### config.mk
export PLATFORM = sky130hd
export DESIGN_NAME = vic_ext_cond
export DESIGN_NICKNAME = d
export VERILOG_FILES = /design/src/rtl/vic_ext_cond.sv
export SDC_FILE = /design/constraint.sdc
export NUM_CORES = 1
export LEC_CHECK = 0
export CORE_MARGIN = 2
export CORE_UTILIZATION = 52
export DETAILED_ROUTE_END_ITERATION = 7
export PLACE_DENSITY = 0.74
export SLEW_MARGIN = 0
export SYNTH_ARGS = -nofsm -noshare
export SYNTH_HDL_FRONTEND = slang
export SYNTH_SLANG_ARGS = --single-unit
### constraint.sdc
create_clock -name clk -period 2.7 [get_ports clk]
set_input_delay 0.405 -clock clk [delete_from_list [all_inputs] [get_ports clk]]
set_output_delay 0.405 -clock clk [all_outputs]
set_load 0.02 [all_outputs]
### src/rtl/vic_ext_cond.sv
// ---------------------------------------------------------------------------
// vic_ext_cond -- input conditioner for the Vic external interrupt lines.
//
// Each asynchronous line passes through a SYNC_STAGES-deep synchronizer and
// then a debounce/glitch filter. The filter changes its output only after the
// synchronized level has differed from it for Leff consecutive cycles, where
//   Leff = i_filt_en[line] ? max(i_filt_len, 1) : 1.
// Only clean, registered, single-domain levels reach the Vic.
//
// Ports:
//   clk         system clock (single domain)
//   rst         synchronous active-high reset
//   i_ext_raw   [N_LINES] asynchronous external interrupt lines
//   i_filt_len  [FILT_W]  filter length L (0 behaves as 1)
//   i_filt_en   [N_LINES] per-line filter enable (0 forces L=1)
//   o_ext       [N_LINES] conditioned levels to Vic i_ext
//
// Optional feature, macro VIC_EXT_ACT_EN:
//   i_act_clr   [N_LINES] per-line activity clear
//   o_activity  [N_LINES] sticky "filtered level changed" flags; a set in the
//                         same cycle as a clear wins
// ---------------------------------------------------------------------------
module vic_ext_cond #(
  parameter int N_LINES     = 31,
  parameter int SYNC_STAGES = 2,
  parameter int FILT_W      = 4
) (
  input  logic               clk,
  input  logic               rst,
  input  logic [N_LINES-1:0] i_ext_raw,
  input  logic [FILT_W-1:0]  i_filt_len,
  input  logic [N_LINES-1:0] i_filt_en,
`ifdef VIC_EXT_ACT_EN
  input  logic [N_LINES-1:0] i_act_clr,
  output logic [N_LINES-1:0] o_activity,
`endif
  output logic [N_LINES-1:0] o_ext
);

  // Threshold on the counter: a change is accepted once C >= Leff-1.
  // A programmed length of 0 is treated as 1, giving threshold 0.
  function automatic logic [FILT_W-1:0] len_to_thr(input logic [FILT_W-1:0] len);
    logic [FILT_W-1:0] thr;
    if (len == {FILT_W{1'b0}}) begin
      thr = {FILT_W{1'b0}};
    end else begin
      thr = len - FILT_W'(1);
    end
    return thr;
  endfunction

  logic [SYNC_STAGES-1:0][N_LINES-1:0] sync_q, sync_d;
  logic [N_LINES-1:0]                  filt_q, filt_d;
  logic [N_LINES-1:0][FILT_W-1:0]      cnt_q,  cnt_d;
  logic [N_LINES-1:0]                  sync_lvl_s;
  logic [FILT_W-1:0]                   thr_en_s;

  assign sync_lvl_s = sync_q[SYNC_STAGES-1];
  assign thr_en_s   = len_to_thr(i_filt_len);

  // Synchronizer shift: plain flop chain, no logic between stages.
  always_comb begin
    sync_d    = sync_q;
    sync_d[0] = i_ext_raw;
    for (int k = 1; k < SYNC_STAGES; k++) begin
      sync_d[k] = sync_q[k-1];
    end
  end

  // Per-line filter: count cycles the synchronized level differs from the
  // output. The >= compare lets a lowered length take effect immediately, and
  // any agreeing cycle restarts the count so pulses never accumulate credit.
  always_comb begin
    logic [FILT_W-1:0] line_thr;
    filt_d   = filt_q;
    cnt_d    = cnt_q;
    line_thr = {FILT_W{1'b0}};
    for (int i = 0; i < N_LINES; i++) begin
      if (i_filt_en[i]) begin
        line_thr = thr_en_s;
      end else begin
        line_thr = {FILT_W{1'b0}};
      end
      if (sync_lvl_s[i] == filt_q[i]) begin
        cnt_d[i] = {FILT_W{1'b0}};
      end else if (cnt_q[i] >= line_thr) begin
        filt_d[i] = sync_lvl_s[i];
        cnt_d[i]  = {FILT_W{1'b0}};
      end else begin
        cnt_d[i] = cnt_q[i] + FILT_W'(1);
      end
    end
  end

  // State registers for synchronizer, filter output and counters.
  always_ff @(posedge clk) begin
    if (rst) begin
      sync_q <= '0;
      filt_q <= '0;
      cnt_q  <= '0;
    end else begin
      sync_q <= sync_d;
      filt_q <= filt_d;
      cnt_q  <= cnt_d;
    end
  end

  assign o_ext = filt_q;

`ifdef VIC_EXT_ACT_EN
  logic [N_LINES-1:0] act_q, act_d;

  // Sticky activity flags: set on any filtered-level change, set beats clear.
  always_comb begin
    act_d = (act_q & ~i_act_clr) | (filt_d ^ filt_q);
  end

  // Activity flag register.
  always_ff @(posedge clk) begin
    if (rst) begin
      act_q <= '0;
    end else begin
      act_q <= act_d;
    end
  end

  assign o_activity = act_q;
`endif

endmodule

==> qor.txt <==
Status -> completed
Final core occ -> 0.641
Multi-input gate area -> 7000 um^2
Postcts setup bufs -> 0
Syn-to-layout area delta -> 20.5%
First-pass GRT wire length -> 37900 um
Die area -> 23700 um^2
Core area -> 22000 um^2
CP Max Fanout -> 29
Sw Ratio -> 0.233
Clk slew on worst S/H paths -> 0.06 ns
Post-Syn Area -> 11700 um^2
Die width -> 154 um
Combinational Power Share -> 0.128
Via count -> 8156
GRT overflow -> 0
Sw Pwr -> 1.79 mW
PortBufs -> 98
Main area contributors after synthesis -> dfxtp_1 (37%), ha_1 (17%), a2111oi_4 (7.3%)
DRC viols -> 0
Worst-Margin Slew -> 0.508 ns
Synth Net Count -> 1412
Total CTS buffers -> 25
Worst VDD drop -> 0.000449 V
DRT Wirelength -> 21700 um
RSZ-0062 raised after global routing -> no
DRT iter0 DRCs -> 284
Clock Sinks -> 217
Hold Crit Class -> primary input to flop
Clock power frac -> 0.439
Rel. slew slack -> 0.661
Worst Path Arrival -> 2.86 ns
Sequential fraction of the synthesis area -> 0.372
Clk Tree Root Cell -> clkbuf_16
Synthesized area per cell -> 9.84 um^2
Placer Congestion -> 0.779
Library cells used by synthesis -> 22
Num rows -> 54
Sequential Power Share -> 0.433
Final Skew -> 0.00807 ns
Clock latency on the worst-skew pair -> 0.51 ns
Min Tclk post-route -> 2.50 ns
Period utilization -> 0.924
CP Launch Type -> primary input
Worst hold slack -> 0.361 ns
# fillers -> 1760
CTS tree -> done
Dominant cell type by area after synthesis -> dfxtp_1
H-Tree Depth -> 1
Ant. Diodes -> 0
Lkg Pwr -> 5.59 nW
Setup Viol. Count Final -> 0
F_max -> 0.401 GHz
Drt first pass iters -> 4
DP HPWL -> 15600 um
Routed vias/inst -> 5.06
Total track usage -> 0.190
Layout cells sized above 1 -> 0.125
Fin. max-slew vios -> 0
TNS Setup -> 0 ns
Worst-case clock buffer depth -> 3
Final net count -> 1540
Die Height -> 154 um
CP Data Required Time -> 3.07 ns
Vias in the first global route -> 8241
Setup crit end kind -> flop
Post-route ant nets -> 0
Synth warn -> 0
Largest net degree at the start of global routing -> 44
Post-Syn Instances -> 1187
Initial antenna violation count -> 0
#FFs+latches synth -> 217
Area fraction of the dominant cell type after synthesis -> 0.372
Max_cap viols -> 0
Pwr/cell area -> 546 nW/um^2
WS Path Type -> primary input to flop
Register area -> 4340 um^2
I/O Pins -> 99
WL per Instance -> 13.5 um
Fin. Hold Viols -> 0
Int Pwr -> 5.90 mW
Starting Density -> 0.532
==> worst max-delay path: stages <==
cell             delay (ns)
clkdlybuf4s50_1        0.47
inv_1                  0.06
ha_1                   0.20
nor3b_2                0.17
nor2_2                 0.15
buf_12                 0.23
and2_1                 0.17
ha_1                   0.23
nand2b_4               0.15
a2111oi_4              0.40
or3b_1                 0.17
a21oi_1                0.06
==> worst paths after layout <==
path / from / end / slack, ns / depth (start not counted)
worst min register to register: sync_d[54] / sync_lvl_s[23] / 0.43 / 1
worst max register to register: cnt_q[36] / o_ext[9] / 1.04 / 6
worst min-delay path: rst / sync_lvl_s[0] / 0.36 / 2
worst max-delay path: i_filt_len[0] / o_ext[4] / 0.20 / 12
==> logic make-up (layout without fill, tap and decap cells) <==
family / Yosys count / count (layout) / share of synthesized area
AOI/OAI and AO/OA: 157 / 157 / 0.144
muxes: 1 / 1 / 0.000964
buffers and inverters: 91 / 237 / 0.0307
adders and majority gates: 157 / 157 / 0.168
DFF: 217 / 217 / 0.372
xor gates and xnor gates: 93 / 93 / 0.0697
and+or+nand+nor: 471 / 471 / 0.215
==> repair_timing <==
action / 4_1_cts / 5_1_grt
hold buffers: 0 / 0
endpoints found under the setup margin: 0 / 29
resized for setup: 0 / 1
==> synthesized netlist by cell type <==
cell,instances
a2111oi_4,31
a21oi_1,32
and2_1,31
buf_2,14
clkbuf_1,12
dfxtp_1,217
ha_1,157
inv_1,65
mux2_2,1
nand2_1,94
nand2b_4,31
nand3_1,31
nor2_1,189
nor2b_1,62
nor3_1,1
nor3b_1,1
o21a_1,31
o21ai_1,32
o21ai_2,31
or3b_1,31
xnor2_1,62
xor2_1,31
==> final cells by class <==
cell class,count,share of cell area
sequential,217,0.309
clock inverter,9,0.00871
multi-input combinational,879,0.497
inverter,65,0.0173
tap,280,0.0249
timing repair buffer,127,0.0929
clock buffer,36,0.0502
==> routing by layer <==
metal  global-route usage  wire length [um]  up-vias
li1                     -                 -     4228
met1                0.236              9970     3788
met2                0.341             10500      104
met3               0.0299               732       36
met4               0.0547               541        0
met5                    0                 0        -
==> layout by cell type (no fill, tap or decap), types with 7 or more instances in the layout <==
cell               n
a2111oi_4         31
a21oi_1           32
and2_1            31
buf_12             9
buf_4             21
clkbuf_1           7
clkbuf_16         25
clkdlybuf4s50_1   97
dfxtp_1          217
ha_1             157
inv_1             65
nand2_1           94
nand2b_4          31
nand3_1           31
nor2_1           187
nor2b_1           62
o21a_1            31
o21ai_1           31
o21ai_2           31
or3b_1            31
xnor2_1           62
xor2_1            31
==> power groups by stage <==
stage | Clock (mW) | Combinational [mW] | Sequential [mW]
3_5_place_dp | 0 | 0.992 | 3.40
5_1_grt | 3.58 | 1.09 | 3.34
4_1_cts | 3.46 | 1.00 | 3.33
2_1_floorplan | 0 | 0.651 | 3.40
6_report | 3.38 | 0.985 | 3.33
3_3_place_gp | 0 | 0.960 | 3.40
==> state kept, by name, summed over array words and instances, names as in the netlist <==
name,cells
sync_d,31
o_ext,31
sync_lvl_s,31
cnt_q,124
==> per-stage QoR <==
step	power, mW	area, um^2	cells	setup WS (ns)
floorplan	4.05	11700	1187	0.312
CTS	7.79	14100	1613	0.162
global placement	4.36	13200	1568	-0.276
finish	7.69	14100	1613	0.204
detailed placement	4.39	13200	1568	-0.359
global route	8.01	14100	1613	0.0334
No activity file was read; power rests on OpenSTA's default activity.
